===== src/rtl/data_sram_bridge_if.sv =====
// data_sram_bridge_if: SRAM-like request/ack bus between the data bridge (master) and memory (slave)
interface data_sram_bridge_if;
    logic        req_o;
    logic        wr_o;
    logic [3:0]  be_o;
    logic [31:0] addr_o;
    logic [31:0] wdata_o;
    logic        addr_ok_i;
    logic        data_ok_i;
    logic [31:0] rdata_i;
    modport master(output req_o, wr_o, be_o, addr_o, wdata_o, input addr_ok_i, data_ok_i, rdata_i);
    modport slave(input req_o, wr_o, be_o, addr_o, wdata_o, output addr_ok_i, data_ok_i, rdata_i);
endinterface


===== src/rtl/data_sram_bridge.sv =====
// data_sram_bridge: turns each memory-stage load/store into one SRAM-bus transaction, stalling until done
module data_sram_bridge #(
    parameter logic [31:0] ADDR_MASK = 32'h1FFF_FFFF,
    parameter logic [7:0]  TIMEOUT   = 8'd255
) (
    input  logic               clk,
    input  logic               rst_n,
    input  logic               mem_en_i,
    input  logic [3:0]         wen_i,
    input  logic [31:0]        addr_i,
    input  logic [31:0]        wdata_i,
    output logic [31:0]        rdata_o,
    output logic               stall_o,
    output logic               err_o,
    data_sram_bridge_if.master bus
);
    typedef enum logic [1:0] {IDLE, REQ, WAIT, DONE} state_e;
    state_e      state_q, state_d;
    logic [7:0]  cnt_q, cnt_d;
    logic        wr_q, err_q, start, fin, tmo;
    logic [3:0]  be_q;
    logic [31:0] addr_q, wdata_q, rdata_q;
    assign start = state_q == IDLE && mem_en_i;
    assign fin   = (state_q == REQ && bus.addr_ok_i && bus.data_ok_i) || (state_q == WAIT && bus.data_ok_i);
    assign tmo   = state_q == WAIT && !bus.data_ok_i && cnt_q + 8'd1 == TIMEOUT;
    assign cnt_d = state_q == WAIT ? cnt_q + 8'd1 : 8'd0;
    always_ff @(posedge clk or negedge rst_n)
        if (!rst_n) begin
            state_q <= IDLE;
            cnt_q   <= '0;
        end else begin
            state_q <= state_d;
            cnt_q   <= cnt_d;
        end
    always_comb begin
        state_d = state_q;
        case (state_q)
            IDLE:    state_d = mem_en_i ? REQ : IDLE;
            REQ:     state_d = bus.addr_ok_i ? (bus.data_ok_i ? DONE : WAIT) : REQ;
            WAIT:    state_d = (bus.data_ok_i || tmo) ? DONE : WAIT;
            default: state_d = IDLE;
        endcase
    end
    always_comb begin
        bus.req_o = state_q == REQ;
        stall_o   = mem_en_i && state_q != DONE;
    end
    // Request fields latch only on IDLE->REQ, so they stay put under back-pressure
    always_ff @(posedge clk or negedge rst_n)
        if (!rst_n) begin
            wr_q    <= 1'b0;
            be_q    <= '0;
            addr_q  <= '0;
            wdata_q <= '0;
            rdata_q <= '0;
            err_q   <= 1'b0;
        end else begin
            err_q <= tmo;
            if (start) begin
                wr_q    <= |wen_i;
                be_q    <= |wen_i ? wen_i : 4'hF;
                addr_q  <= addr_i & ADDR_MASK;
                wdata_q <= wdata_i;
            end
            if (tmo)
                rdata_q <= '0;
            else if (fin && !wr_q)
                rdata_q <= bus.rdata_i;
        end
    assign bus.wr_o    = wr_q;
    assign bus.be_o    = be_q;
    assign bus.addr_o  = addr_q;
    assign bus.wdata_o = wdata_q;
    assign rdata_o     = rdata_q;
    assign err_o       = err_q;
endmodule


===== src/flat_wrapper.sv =====
// flat-port wrapper written by rule: the top's interface ports become plain ports
module data_sram_bridge_flat 
#(
    parameter logic [31:0] ADDR_MASK = 32'h1FFF_FFFF,
    parameter logic [7:0]  TIMEOUT   = 8'd255
)
  (clk, rst_n, mem_en_i, wen_i, addr_i, wdata_i, rdata_o, stall_o, err_o, bus_req_o, bus_wr_o, bus_be_o, bus_addr_o, bus_wdata_o, bus_addr_ok_i, bus_data_ok_i, bus_rdata_i);
  data_sram_bridge_if bus_i ();
  input  logic clk;
  input  logic rst_n;
  input  logic mem_en_i;
  input  logic [3:0] wen_i;
  input  logic [31:0] addr_i;
  input  logic [31:0] wdata_i;
  output logic [31:0] rdata_o;
  output logic stall_o;
  output logic err_o;
  output wire logic [$bits(bus_i.req_o)-1:0] bus_req_o;
  output wire logic [$bits(bus_i.wr_o)-1:0] bus_wr_o;
  output wire logic [$bits(bus_i.be_o)-1:0] bus_be_o;
  output wire logic [$bits(bus_i.addr_o)-1:0] bus_addr_o;
  output wire logic [$bits(bus_i.wdata_o)-1:0] bus_wdata_o;
  input wire logic [$bits(bus_i.addr_ok_i)-1:0] bus_addr_ok_i;
  input wire logic [$bits(bus_i.data_ok_i)-1:0] bus_data_ok_i;
  input wire logic [$bits(bus_i.rdata_i)-1:0] bus_rdata_i;
  assign bus_req_o = bus_i.req_o;
  assign bus_wr_o = bus_i.wr_o;
  assign bus_be_o = bus_i.be_o;
  assign bus_addr_o = bus_i.addr_o;
  assign bus_wdata_o = bus_i.wdata_o;
  assign bus_i.addr_ok_i = bus_addr_ok_i;
  assign bus_i.data_ok_i = bus_data_ok_i;
  assign bus_i.rdata_i = bus_rdata_i;
  data_sram_bridge #(.ADDR_MASK(ADDR_MASK), .TIMEOUT(TIMEOUT)) u_core (.clk(clk), .rst_n(rst_n), .mem_en_i(mem_en_i), .wen_i(wen_i), .addr_i(addr_i), .wdata_i(wdata_i), .rdata_o(rdata_o), .stall_o(stall_o), .err_o(err_o), .bus(bus_i));
endmodule

===== config.mk =====
export PLATFORM = sky130hd
export DESIGN_NAME = data_sram_bridge_flat
export DESIGN_NICKNAME = d
export VERILOG_FILES = /design/src/rtl/data_sram_bridge_if.sv /design/src/rtl/data_sram_bridge.sv /design/src/flat_wrapper.sv
export SDC_FILE = /design/constraint.sdc
export NUM_CORES = 1
export LEC_CHECK = 0
export ABC_AREA = 1
export CAP_MARGIN = 20
export CORE_MARGIN = 2
export CORE_UTILIZATION = 55
export CTS_BUF_LIST = sky130_fd_sc_hd__clkbuf_8 sky130_fd_sc_hd__clkbuf_16
export DETAILED_ROUTE_END_ITERATION = 10
export DONT_BUFFER_PORTS = 1
export PLACE_DENSITY_LB_ADDON = 0.15
export SKIP_CTS_REPAIR_TIMING = 1
export SYNTH_ARGS = -nofsm -noshare
export SYNTH_HDL_FRONTEND = slang
export SYNTH_SLANG_ARGS = --single-unit

===== constraint.sdc =====
create_clock -name clk -period 2.2 [get_ports clk]
set_input_delay 0.44 -clock clk [delete_from_list [all_inputs] [get_ports clk]]
set_output_delay 0.44 -clock clk [all_outputs]
set_load 0.005 [all_outputs]

==> impl_metrics.py, run 1 <==
metrics = {
    "global_routing": {
        "grt_pass1_wl_mm": 14.63,
        "grt_max_degree": 110,
        "antenna_found_initial": 0,
        "overflow": 0,
        "grt_pass1_vias": 3077,
        "grt_usage": 0.2062,
    },
    "sta": {
        "fmax_mhz": 547.3,
        "grt_setup_unrepaired": "false",
        "slew_headroom": 0.5767,
        "fin_setup_tns_ns": 0,
        "period_share": 0.8306,
        "worst_pin_slew_ns": 0.6349,
        "hold_ws_ns": -0.2410,
        "finalSetupViolCount": 0,
        "final_hold_viol_count": 109,
        "drv_slew": 0,
        "setup_slack_ns": 0.3727,
        "fin_skew_ns": 0.01114,
        "fin_crit_ns": 1.827,
    },
    "detailed_routing": {
        "vias": 3110,
        "wl_per_cell_um": 15.09,
        "routed_via_density": 4.984,
        "drt_iter0_drc": 110,
        "wl_mm": 9.415,
        "firstDrtPassIters": 4,
        "drc": 0,
        "ant_nets": 0,
    },
    "setup_path": {
        "rr_startpoint": "u_core.cnt_q[0]",
        "start_kind": "register",
        "crit_path_max_fanout": 33,
        "reg2reg_to": "u_core.rdata_o[10]",
        "arrival_ns": 2.06,
        "reg2regPathDepth": 10,
        "path_cells": "ha_1, nand2_1, inv_1, nand2_1, nand2_1, nor3_1, nand3_1, inv_2, buf_12, a21oi_1",
        "worstSetupEndpointType": "register",
        "required_ns": 2.44,
        "slowest_stage": "dfrtp_1",
        "cpMostUsedCell": "nand2_1",
        "reg2reg_slack_ns": 0.37,
        "critPathMaxStageDelay_ns": 0.44,
        "path_class": "reg2reg",
    },
    "outcome": {
        "violations": "hold timing",
        "status": "finished, violations left",
    },
    "floorplanning": {
        "die-area_um2": 9205,
        "pin_count": 209,
        "initial_core_util": 0.5659,
        "num_rows": 33,
        "fp.dieH_um": 95.95,
        "die_x_um": 95.95,
        "core_um2": 8217,
    },
    "finish": {
        "register_area_um2": 2728,
        "drive_gt1_frac": 0.1079,
        "stdcell_count": 624,
        "nNetsFinal": 621,
        "multi_input_area_um2": 1595,
        "syn_to_final_growth_pct": 4.629,
        "fillers": 765,
        "diodes": 0,
    },
    "placed_design": {
        "gp_congestion": 0.7702,
        "dp_cells": 608,
        "dp_hpwl_mm": 6.482,
        "dp_slack_ns": 0.3815,
        "port_buffers": 0,
    },
    "synthesis": {
        "synth_fa_ha_area_frac": 0.005382,
        "netlist_area_um2": 4649,
        "synthXorXnorAreaFrac": 0,
        "synth-simple-area-share": 0.2632,
        "synth_seq_cells": 109,
        "yosys-mux-area-fraction": 0,
        "yosysWarnings": 0,
        "synth_compound_gate_area_share": 0.07051,
        "yosysSeqAreaShare": 0.5867,
        "synth_cells": 523,
        "synth_top_family_by_area": "simple AND/OR/NAND/NOR gates",
        "synth_cell_type_count": 27,
        "synth_area_per_cell_um2": 8.890,
    },
    "clock_tree": {
        "numCtsBuffers": 9,
        "clk_latency_ns": 0.36,
        "cts-htree-levels": 3,
        "clock-sinks": 109,
        "cts_tree": "done",
        "root_buffer": "clkbuf_8",
        "clk_pin_slew_ns": 0.11,
        "clk_path_buf_depth": 2,
    },
    "power": {
        "pwr_density_cell_nw_per_um2": 1329,
        "power.leakage_nw": 2.469,
        "peakVddDrop_v": 0.0008391,
        "power_mw": 6.465,
    },
    "job": {
        "drv_cap": 0,
    },
    "hold_path": {
        "hp-class": "in2async",
    },
}
how the worst max path moves through the flow:
stage                          startpoint                 end  slack, ns  cells past startpoint
after floorplan           u_core.cnt_q[0]  u_core.rdata_o[11]       0.61                     10
after global placement    u_core.cnt_q[0]   u_core.rdata_o[8]       0.46                     10
after detailed placement  u_core.cnt_q[0]   u_core.rdata_o[8]       0.38                     10
after CTS                 u_core.cnt_q[0]   u_core.rdata_o[8]       0.37                     10
after global routing      u_core.cnt_q[0]   u_core.rdata_o[8]       0.21                     10
final                     u_core.cnt_q[0]  u_core.rdata_o[10]       0.37                     10
placed cells by master (no fill, tap or decap), drive strengths merged, types with 2 or more instances in the layout:
cell	netlist	final
nand2	239	239
clkbuf	9	9
o22a	4	4
clkinv	0	4
nor2	14	14
buf	17	4
ha	2	2
nand3	4	4
conb	1	3
dfrtp	109	109
inv	48	51
or2	32	32
a21oi	35	35
nor3	3	3
layer usage:
| metal | vias up | share of wire | global-route usage |
|---|---|---|---|
| li1 | 1547 | - | - |
| met1 | 1421 | 0.42 | 0.2604 |
| met2 | 122 | 0.47 | 0.3316 |
| met3 | 20 | 0.081 | 0.05951 |
| met4 | 0 | 0.027 | 0.09048 |
| met5 | - | 0 | 0 |
report_power, final:
part | internal, mW | switching, mW | total, mW
clock | 0.421 | 0.684 | 1.11
combinational | 0.717 | 0.967 | 1.68
sequential | 2.91 | 0.770 | 3.68
cells by family (layout without fill, tap and decap cells):
kind of cell	count (synthesis)	after routing
AO/OA/AOI/OAI	41	41
buffers and inverters	74	68
flip-flops	109	109
AND/OR/NAND/NOR	296	296
adder cells (fa/ha/maj)	2	2
other	1	3
worst max-delay path: cells and delay by family (launching register included):
family	cells	cell delay [ns]
fa+ha+maj	1	0.25
compound gates	1	0.07
buf+inv	3	0.38
simple gates	5	0.57
flops	1	0.44
synth_stat cells (all sizes together):
master / instances / area share
nor2: 14 / 0.012
nand3: 4 / 0.0043
inv: 48 / 0.039
dfrtp: 109 / 0.59
ha: 2 / 0.0054
or2: 32 / 0.043
nor4: 1 / 0.0013
clkbuf: 9 / 0.0073
buf: 17 / 0.027
a21oi: 35 / 0.060
nand2: 239 / 0.19
o21ai: 1 / 0.0011
o22a: 4 / 0.0075
nand4: 1 / 0.0013
and3: 1 / 0.0013
nand3b: 1 / 0.0016
o21bai: 1 / 0.0016
nor3: 3 / 0.0043
conb: 1 / 0.00081
final cells by class:
class,count,share of cell area
clock inverter,7,0.01055
tap,105,0.02701
multi-input combinational,342,0.3279
timing repair buffer,4,0.01132
inverter,48,0.03704
sequential,109,0.5607
clock buffer,9,0.02546
state kept, by name (all words and copies together), names as in the netlist:
signal              count
u_core.err_o            1
u_core.rdata_o         32
u_core.bus.addr_o      29
u_core.cnt_q            8
u_core.bus.wr_o         1
u_core.bus.be_o         4
u_core.state_q          2
u_core.bus.wdata_o     32
metrics by stage:
step / instance area (um2) / util / hold slack [ns]
final: 4865 / 0.5921 / -0.2410
after global routing: 4865 / 0.5921 / -0.2693
after CTS: 4865 / 0.5921 / -0.2581
after detailed placement: 4690 / 0.5707 / 0.1464
after global placement: 4690 / 0.5707 / 0.1464
after floorplan: 4657 / - / 0.1444
No activity file was read; power rests on OpenSTA's default activity.
==> run 2: changes to the inputs <==
==> constraint.sdc (replaced) <==
create_clock -name clk -period 1.83 [get_ports clk]
set_input_delay 0.366 -clock clk [delete_from_list [all_inputs] [get_ports clk]]
set_output_delay 0.366 -clock clk [all_outputs]
set_load 0.005 [all_outputs]
==> run 2 against run 1 <==
Effect of this change: the run still ends with hold timing left; total power rose by 21%; non-clock buffer count rose by 6; combinational power rose by 23%; final area rose by 2.2%; register-to-register slack got worse by 0.30 ns; clock-buffer cell count rose by 1; flip-flop and latch count did not move; global-route usage rose by 0.21 points; die area did not move; critical path depth rose by 1; worst setup slack got worse by 0.30 ns; via count rose by 3.4%; largest cell class unchanged; largest power group unchanged.
==> impl_metrics.py, run 2 (synthesized netlist as in run 1, its figures left out) <==
metrics = {
    "detailed_routing": {
        "wl_mm": 9.843,
        "drc": 0,
        "drt_iter0_drc": 140,
        "routed_via_density": 5.103,
        "vias": 3215,
        "wl_per_cell_um": 15.62,
        "ant_nets": 0,
        "firstDrtPassIters": 4,
    },
    "sta": {
        "fin_skew_ns": 0.009560,
        "drv_slew": 0,
        "worst_pin_slew_ns": 0.5965,
        "fin_setup_tns_ns": 0,
        "fmax_mhz": 569.4,
        "fin_crit_ns": 1.756,
        "finalSetupViolCount": 0,
        "period_share": 0.9597,
        "final_hold_viol_count": 109,
        "hold_ws_ns": -0.3134,
        "slew_headroom": 0.6023,
    },
    "clock_tree": {
        "clk_latency_ns": 0.36,
        "clock-sinks": 109,
        "cts-htree-levels": 3,
        "cts_tree": "done",
        "root_buffer": "clkbuf_8",
        "clk_path_buf_depth": 2,
        "numCtsBuffers": 9,
        "clk_pin_slew_ns": 0.10,
    },
    "finish": {
        "syn_to_final_growth_pct": 6.943,
        "diodes": 0,
        "nNetsFinal": 627,
        "fillers": 727,
        "stdcell_count": 630,
        "layout_commonest_cell": "nand2_1",
        "layout_common_cells": "nand2_1, dfrtp_1, inv_1",
        "drive_gt1_frac": 0.1257,
    },
    "power": {
        "switchingPower_mw": 2.924,
        "clockPowerShare": 0.176,
        "power_frac_seq": 0.562,
        "pwr_density_cell_nw_per_um2": 1578,
        "power.leakage_nw": 2.506,
        "peakVddDrop_v": 0.0007595,
        "p_int_mw": 4.923,
        "combPwrFrac": 0.262,
        "switching_share": 0.3727,
    },
    "setup_path": {
        "slowest_stage": "dfrtp_1",
        "path_class": "reg2reg",
        "path_cells": "ha_2, nand2_1, nor2_1, nand2_1, nand2_1, nand2_1, nor2_1, nand3_2, inv_4, clkbuf_16, a21oi_2",
        "cpMostUsedCell": "nand2_1",
        "critPathMaxStageDelay_ns": 0.39,
        "required_ns": 2.09,
        "start_kind": "register",
        "arrival_ns": 2.02,
        "worstSetupEndpointType": "register",
        "crit_path_max_fanout": 12,
    },
    "global_routing": {
        "grt_pass1_vias": 3187,
        "grt_max_degree": 110,
        "grt_usage": 0.2083,
        "overflow": 0,
        "grt_pass1_wl_mm": 14.76,
        "antenna_found_initial": 0,
    },
    "floorplanning": {
        "core_um2": 8217,
        "initial_core_util": 0.5659,
        "fp.dieH_um": 95.95,
        "die-area_um2": 9205,
        "die_x_um": 95.95,
        "pin_count": 209,
        "num_rows": 33,
    },
    "placed_design": {
        "dp_hpwl_mm": 6.635,
        "port_buffers": 0,
        "gp_congestion": 0.8397,
        "dp_cells": 610,
    },
    "job": {
        "drv_cap": 0,
    },
    "outcome": {
        "violations": "hold timing",
        "status": "finished, violations left",
    },
    "hold_path": {
        "hp-class": "in2async",
    },
}
==> run 2: metrics by stage <==
step	setup WS [ns]	total power [mW]	cell area (um2)	hold WS, ns	util
after floorplan	0.2379	5.969	4657	0.07041	-
after global placement	0.1162	6.430	4705	0.07247	0.5726
after detailed placement	0.08196	6.546	4705	0.07258	0.5726
after CTS	0.06513	7.922	4888	-0.3327	0.5949
after global routing	-0.03548	8.492	4972	-0.3455	0.6051
final	0.07371	7.847	4972	-0.3134	0.6051
==> run 2: critical path, delay by kind of cell (launching register included) <==
family | cells | cell delay [ns]
compound gates | 1 | 0.04
simple gates | 7 | 0.72
buf+inv | 2 | 0.32
fa+ha+maj | 1 | 0.21
flops | 1 | 0.39
==> run 2: routing by layer <==
layer	up-vias	wire length (um)	track usage
met2	138	4721	0.3421
met1	1486	3896	0.2480
met5	-	0	0
li1	1562	-	-
met3	29	880	0.06030
met4	0	345	0.1107
==> run 2: final cells by class <==
class	instances	area (um2)	area share
timing repair buffer	10	138.9	0.02793
sequential	109	2728	0.5486
multi-input combinational	342	1608	0.3234
clock inverter	6	46.29	0.009311
clock buffer	10	137.6	0.02768
inverter	48	182.7	0.03674
tap	105	131.4	0.02642
==> run 2: final timing paths <==
| path | startpoint | to | slack (ns) | cells past startpoint |
|---|---|---|---|---|
| worst max-delay path | u_core.cnt_q[1] | u_core.rdata_o[27] | 0.07 | 11 |
| worst min-delay path | rst_n | u_core.rdata_o[31] | -0.31 | 0 |
| worst min register to register | u_core.bus.wdata_o[9] | u_core.bus.wdata_o[9] | 0.50 | 2 |
| worst max register to register | u_core.cnt_q[1] | u_core.rdata_o[27] | 0.07 | 11 |
| max in group asynchronous | rst_n | u_core.bus.wdata_o[23] | 1.95 | 0 |
| min in group clk | wdata_i[27] | u_core.bus.wdata_o[27] | 0.11 | 2 |
==> run 2: power groups by stage <==
stage               Clock [mW]  Combinational [mW]  Sequential, mW
detailed placement           0                2.07            4.48
CTS                       1.42                2.07            4.43
global placement             0                1.96            4.47
floorplan                    0                1.79            4.18
global route              1.52                2.42            4.56
finish                    1.38                2.06            4.41
